[src/rtl/i2s_mic_rx.sv]
// I2S stereo microphone receiver: SCK/WS master, 24-bit left/right capture.
// Optional OFFSET_BINARY_EN: output samples in offset binary instead of two's complement.
module i2s_mic_rx #(
  parameter int CLK_DIV = 4
) (
  input  logic        CLK,
  input  logic        RST,
  input  logic        EN,
  output logic        SCK,
  output logic        WS,
  input  logic        SD,
  output logic [23:0] SDATA_L,
  output logic [23:0] SDATA_R,
  output logic        ENREADFRAME_L,
  output logic        ENREADFRAME_R,
  output logic [15:0] FRAME_CNT
);

  typedef enum logic {
    ST_IDLE,
    ST_RUN
  } state_t;

  localparam logic [7:0] DIV_MAX = 8'(CLK_DIV - 1);

  state_t      r_state;
  state_t      w_state_nxt;

  logic [7:0]  r_div;
  logic        r_sck;
  logic [5:0]  r_bit;
  logic [23:0] r_shift;
  logic        r_done;
  logic [23:0] r_sdata_l;
  logic [23:0] r_sdata_r;
  logic        r_stb_l;
  logic        r_stb_r;
  logic [15:0] r_frame_cnt;

  logic        w_run;
  logic        w_tick;
  logic        w_rise;
  logic        w_fall;
  logic        w_wrap;
  logic [4:0]  w_slot;
  logic        w_capture;
  logic        w_last;
  logic        w_load_l;
  logic        w_load_r;
  logic [23:0] w_sample;

  assign w_run     = (r_state == ST_RUN);
  assign w_tick    = w_run && (r_div == DIV_MAX);
  assign w_rise    = w_tick && !r_sck;
  assign w_fall    = w_tick && r_sck;
  assign w_wrap    = w_fall && (r_bit == 6'd63);
  assign w_slot    = r_bit[4:0];
  assign w_capture = w_rise
                  && (w_slot >= 5'd1)
                  && (w_slot <= 5'd24);
  assign w_last    = w_rise && (w_slot == 5'd24);

  // r_bit cannot move in the cycle after a rising toggle (CLK_DIV >= 2)
  assign w_load_l  = r_done && !r_bit[5];
  assign w_load_r  = r_done && r_bit[5];

`ifdef OFFSET_BINARY_EN
  assign w_sample  = {~r_shift[23], r_shift[22:0]};
`else
  assign w_sample  = r_shift;
`endif

  always_comb begin
    w_state_nxt = r_state;
    unique case (r_state)
      ST_IDLE: begin
        if (EN) begin
          w_state_nxt = ST_RUN;
        end
      end
      ST_RUN: begin
        if (w_wrap && !EN) begin
          w_state_nxt = ST_IDLE;
        end
      end
    endcase
  end

  always_ff @(posedge CLK) begin
    if (RST) begin
      r_state <= ST_IDLE;
    end else begin
      r_state <= w_state_nxt;
    end
  end

  // leaving RUN happens on the wrap toggle, which already zeroes all three
  always_ff @(posedge CLK) begin
    if (RST) begin
      r_div <= 8'd0;
      r_sck <= 1'b0;
      r_bit <= 6'd0;
    end else if (w_run) begin
      if (w_tick) begin
        r_div <= 8'd0;
        r_sck <= !r_sck;
        if (r_sck) begin
          r_bit <= r_bit + 6'd1;
        end
      end else begin
        r_div <= r_div + 8'd1;
      end
    end
  end

  always_ff @(posedge CLK) begin
    if (RST) begin
      r_shift <= 24'd0;
      r_done  <= 1'b0;
    end else begin
      r_done <= w_last;
      if (w_capture) begin
        r_shift <= {r_shift[22:0], SD};
      end
    end
  end

  always_ff @(posedge CLK) begin
    if (RST) begin
      r_sdata_l   <= 24'd0;
      r_sdata_r   <= 24'd0;
      r_stb_l     <= 1'b0;
      r_stb_r     <= 1'b0;
      r_frame_cnt <= 16'd0;
    end else begin
      r_stb_l <= w_load_l;
      r_stb_r <= w_load_r;
      if (w_load_l) begin
        r_sdata_l <= w_sample;
      end
      if (w_load_r) begin
        r_sdata_r   <= w_sample;
        r_frame_cnt <= r_frame_cnt + 16'd1;
      end
    end
  end

  assign SCK           = r_sck;
  assign WS            = r_bit[5];
  assign SDATA_L       = r_sdata_l;
  assign SDATA_R       = r_sdata_r;
  assign ENREADFRAME_L = r_stb_l;
  assign ENREADFRAME_R = r_stb_r;
  assign FRAME_CNT     = r_frame_cnt;

endmodule

[config.mk]
export PLATFORM = sky130hd
export DESIGN_NAME = i2s_mic_rx
export DESIGN_NICKNAME = d
export VERILOG_FILES = /design/src/rtl/i2s_mic_rx.sv
export SDC_FILE = /design/constraint.sdc
export NUM_CORES = 1
export LEC_CHECK = 0
export ABC_CLOCK_PERIOD_IN_PS = 6100
export CAP_MARGIN = 40
export CORE_MARGIN = 8
export CORE_UTILIZATION = 56
export CTS_CLUSTER_DIAMETER = 40
export CTS_CLUSTER_SIZE = 25
export DETAILED_ROUTE_END_ITERATION = 16
export PLACE_DENSITY = 0.84
export SYNTH_ARGS = -nofsm -noshare
export SYNTH_HDL_FRONTEND = slang
export SYNTH_SLANG_ARGS = --single-unit
[constraint.sdc]
create_clock -name CLK -period 6.1 [get_ports CLK]
set_clock_uncertainty 0.05 [all_clocks]
set_input_delay 1.22 -clock CLK [delete_from_list [all_inputs] [get_ports CLK]]
set_output_delay 1.22 -clock CLK [all_outputs]
set_load 0.005 [all_outputs]
**Word-level counts from Yosys, hierarchy flattened**

Cells that the tools add are included.

- Flip-flop bits (word level): 107
- Input bits: 4
- Output and inout bits: 68
- Logic and storage cells: 39

- Add/subtract/negate cells: 3
- Magnitude comparators: 2
- Equal/unequal tests: 3
- Multiplexer cells: 4
- Bitwise gates (word level): 1
- Reductions and logical operators: 15

Operators with widths:

| cell | number |
|---|---|
| $add 16x1->16 const B | 1 |
| $logic_and 1x1->1 | 10 |
| $add 8x1->8 const B | 1 |
| $eq 8x2->1 const B | 1 |
| $mux 8 | 1 |
| $add 6x1->6 const B | 1 |
| $eq 6x6->1 const B | 1 |
| $eq 5x5->1 const B | 1 |
| $ge 5x1->1 const B | 1 |
| $le 5x5->1 const B | 1 |
| $logic_not 1->1 | 3 |
| $reduce_and 3->1 | 1 |
| $mux 1 | 2 |
| $pmux 1 s2 | 1 |
| $reduce_and 2->1 | 1 |
| $not 1->1 | 1 |

**Logic depth before layout (Yosys ltp)**

- Word-level depth: 7
- Mapped depth: 7
- Depth with buffers taken out: 6

**Least setup slack after synthesis**

OpenSTA, ideal clock, no wires.

- Kind: register to register
- Start: reg r_div[0]
- End: reg r_shift[10]
- Setup time: 72 ps
- Data arrival time: 1971 ps
- Setup slack: 4008 ps
- Stages on the path, launching flop included: 8
- Path buffers: 2
- Clock period less this slack: 2092 ps
- Path through: dfxtp_1 -> ha_1 -> nor4bb_1 -> buf_2 -> nand2_4 -> nor4_4 -> buf_6 -> mux2i_1

- Word-level cells in the longest chain between the ends: 5

RTL lines:

| element | line | source |
|---|---|---|
| from (decl) | 29 | `logic [7:0] r_div;` |
| from (signal assigned) | 111 | `r_div <= r_div + 8'd1;` |
| $eq 8x2->1 | 53 | `assign w_tick = w_run && (r_div == DIV_MAX);` |
| $logic_and 1x1->1 | 53 |  |
| $logic_and 1x1->1 | 54 | `assign w_rise = w_tick && !r_sck;` |
| $logic_and 1x1->1 | 59 | `&& (w_slot >= 5'd1)` |
| $logic_and 1x1->1 | 60 | `&& (w_slot <= 5'd24);` |
| to (signal assigned) | 123 | `r_shift <= {r_shift[22:0], SD};` |
| to (decl) | 32 | `logic [23:0] r_shift;` |

No other way between the ends.
A chain may end at the register's enable or synchronous reset.

**Worst setup path after layout**

- Start: reg r_sck (netlist: SCK)
- End: out SCK

RTL lines:

| element | line | source |
|---|---|---|
| from (decl) | 30 | `logic r_sck;` |
| from (signal assigned) | 106 | `r_sck <= !r_sck;` |
| to (decl) | 9 | `output logic SCK,` |

No word-level cell between the ends.

==> impl_metrics.csv <==
group,metric,value,unit
outcome,run_status,"complete, no violations",
sta,layout_min_cycle_time,2.75,ns
synth,seq_area_frac_synth,51.4,%
pwr,p_clk_share,39.9,%
setup_path,crit_type,"flip-flop to output port",
pwr,p_int,0.943,mW
place,hpwl,6.28,mm
setup_path,critPathSlowestCell,"clkdlybuf4s50_1",
place,numPortBuffers,71,
synth,synth_warnings,0,
pwr,p_comb_share,1.6,%
global_route,grt_usage,18.1,%
synth,synth.avg_cell_area,8.86,µm²
sta,final-setup-viol-count,0,
pwr,switching_share,21.4,%
clock_tree,cts_made_buffers,9,
setup_path,cp_max_fo,9,
place,dpl-instance-area,0.00494,mm²
synth,synthCells,470,
die,die_x,102,µm
sta,fmax,363,MHz
synth,synth-edff-count,0,
sta,fin_tns_setup,0,ns
drt,avgRoutedWirePerCell,14.4,µm
global_route,grt-ovfl-total,0,
drt,vias,3337,
sta,rsz0062_at_grt,"no",
setup_path,crit_arrival,1.48,ns
setup_path,critical_path.top_delay_family,"buffers and inverters",
layout,drive_above_1_share,5.61,%
global_route,grt_max_degree,59,
synth,synth_top_area_share,51.4,%
clock_tree,ctsRootBufferMaster,"clkbuf_8",
pwr,ir_drop,0.167,mV
layout,antenna_cells,0,
pwr,total_leakage_power,1.72,nW
layout,postLayoutCellArea,0.00517,mm²
pwr,p_per_area,232,mW/mm²
pwr,p_seq_share,58.5,%
global_route,grt_pass1_wl,15.0,mm
die,die-area,0.0105,mm²
clock_tree,cts_hold_buf,0,
die,start_util,57.8,%
setup_path,cp-end-kind,"output port",
clock_tree,ctsResizeCount,0,
drt,vias_per_cell,5.26,
setup_path,crit_required,4.83,ns
synth,synth.distinct_cells,32,
drt,drt_iter0_drc,120,
clock_tree,tritoncts,"yes",
setup_path,path_cells,"clkdlybuf4s50_1",
die,pin_count,72,
sta,hold_viol,0,
run,cap_viol_max_count,0,
setup_path,cp.buffers_inverters,1,
layout,final_cell_mix,"nand2_1 (110), dfxtp_1 (107), clkdlybuf4s50_1 (70), a21oi_1 (54), nor2_1 (31)",
clock_tree,clock-sinks,107,
die,dieHeight,102,µm
synth,synth.area.top_cells,"dfxtp_1 (51%), nand2_1 (9.9%), a21oi_1 (6.5%), mux2i_1 (6.2%), nand2b_1 (4.2%)",
global_route,grt_pass1_vias,3253,
drt,top_layer,"met4",
synth,synth_area,0.00417,mm²
setup_path,cp-start-kind,"flip-flop",
drt,antenna_left,0,
synth,ys.flop_type,"dfxtp_1",
sta,worstMarginPinSlew,0.747,ns
synth,yosys.area.top_type,"dfxtp_1",
hold_path,hold_path_class,"flip-flop to flip-flop",
layout,layout_commonest_cell,"nand2_1",
clock_tree,clk-insertion-delay-late,0.36,ns
sta,slew_violations,0,
clock_tree,max-clock-path-buffers,2,
global_route,antenna_found_initial,0,
drt,drtPass1Iterations,5,
setup_path,cpPeakStageDelay,0.58,ns
layout,area_growth_syn_to_layout,24.1,%
drt,wl_met2,4.58,mm
die,rows,31,
drt,drc,0,
sta,fin_crit_sh,45.1,%
synth,async_flop_share,0,%
drt,totalWireLength,9.16,mm
layout,final_net_count,539,
clock_tree,cts_setup_buffers,0,
clock_tree,htreeDepth,3,
pwr,switchingPower,0.257,mW
synth,synth_seq_cells,107,
synth,synth_nets,479,
sta,slew_headroom,50.2,%
drt,m1WireLength,3.95,mm
place,place_congestion,0.796,
clock_tree,clk_pin_slew,0.11,ns
die,core-area,0.00721,mm²
drt,wl_met3,561,µm
==> state kept, by name (all words and copies together), names as in the netlist <==
register	flops
ENREADFRAME_L	1
ENREADFRAME_R	1
FRAME_CNT	16
SCK	1
SDATA_L	24
SDATA_R	24
r_bit	6
r_div	8
r_done	1
r_shift	24
r_state	1
==> synth_stat cells, types with 3 or more instances <==
cell	count
nor2b_1	6
nor2_1	31
and2_1	3
nand2b_1	28
mux2i_1	26
buf_1	4
mux2_2	3
and4_1	3
a21oi_1	54
nand3_1	8
clkbuf_1	19
and3_1	3
nand4_1	11
nor3_1	4
dfxtp_1	107
o21ai_0	3
inv_1	4
xor2_1	14
xnor2_1	8
nand2_1	110
ha_1	5
==> power by group through the flow <==
stage                     Sequential, mW  Clock [mW]  Combinational (mW)
after floorplan                    0.717           0              0.0164
after global routing               0.703       0.520              0.0211
after detailed placement           0.718           0              0.0191
final                              0.702       0.479              0.0191
after CTS                          0.702       0.489              0.0193
after global placement             0.718           0              0.0189
==> worst reg2reg max path, cell delays in order, from the launching register on <==
cell and delay (ns):
dfxtp_1 0.40, ha_1 0.23, nor4bb_1 0.29, buf_4 0.21, nand2_4 0.09, nor4_4 0.27, buf_4 0.40, mux2i_1 0.30
==> through the flow <==
stage	hold WS [ns]	power (mW)	cells	util [%]	setup WS (ns)
2_1_floorplan	0.396	0.733	470	-	4.01
3_3_place_gp	0.396	0.737	614	67.7	3.17
3_5_place_dp	0.399	0.737	618	68.5	3.16
4_1_cts	0.412	1.21	634	71.6	3.32
5_1_grt	0.435	1.24	634	71.6	3.26
6_report	0.411	1.20	634	71.6	3.35
==> per-layer routing <==
layer,up-vias,track usage [%]
met2,83,30.3
li1,1667,-
met3,6,5.38
met5,-,0
met4,0,6.32
met1,1581,21.3
==> final timing paths <==
check	start	to	slack, ns	cells past startpoint
max	SCK$_SDFFE_PP0P_	SCK	3.35	1
min	SDATA_R[5]$_SDFFE_PP0P_	SDATA_R[5]$_SDFFE_PP0P_	0.41	2
min reg2reg	SDATA_R[5]$_SDFFE_PP0P_	SDATA_R[5]$_SDFFE_PP0P_	0.41	2
max reg2reg	r_div[0]$_SDFFE_PP0P_	r_shift[12]$_SDFFE_PP0P_	3.78	7
==> logic make-up (layout without fill, tap and decap cells) <==
| logic type | count (synthesis) | in the layout | synth area share [%] |
|---|---|---|---|
| adders and majority gates | 5 | 5 | 1.50 |
| DFF | 107 | 107 | 51.4 |
| AOI/OAI and AO/OA | 57 | 57 | 6.85 |
| xor gates and xnor gates | 22 | 22 | 4.62 |
| muxes | 29 | 29 | 7.06 |
| buffers and inverters | 33 | 98 | 3.63 |
| and+or+nand+nor | 217 | 217 | 24.9 |
==> final cells by class <==
cell class	count	area (µm²)
Sequential cell	107	2140
Fill cell	578	2050
Multi-Input combinational cell	330	1880
Timing Repair Buffer	78	788
Clock buffer	10	128
Tap cell	99	124
Clock inverter	6	96.3
Inverter	4	15.0
No activity file was read; power rests on OpenSTA's default activity.
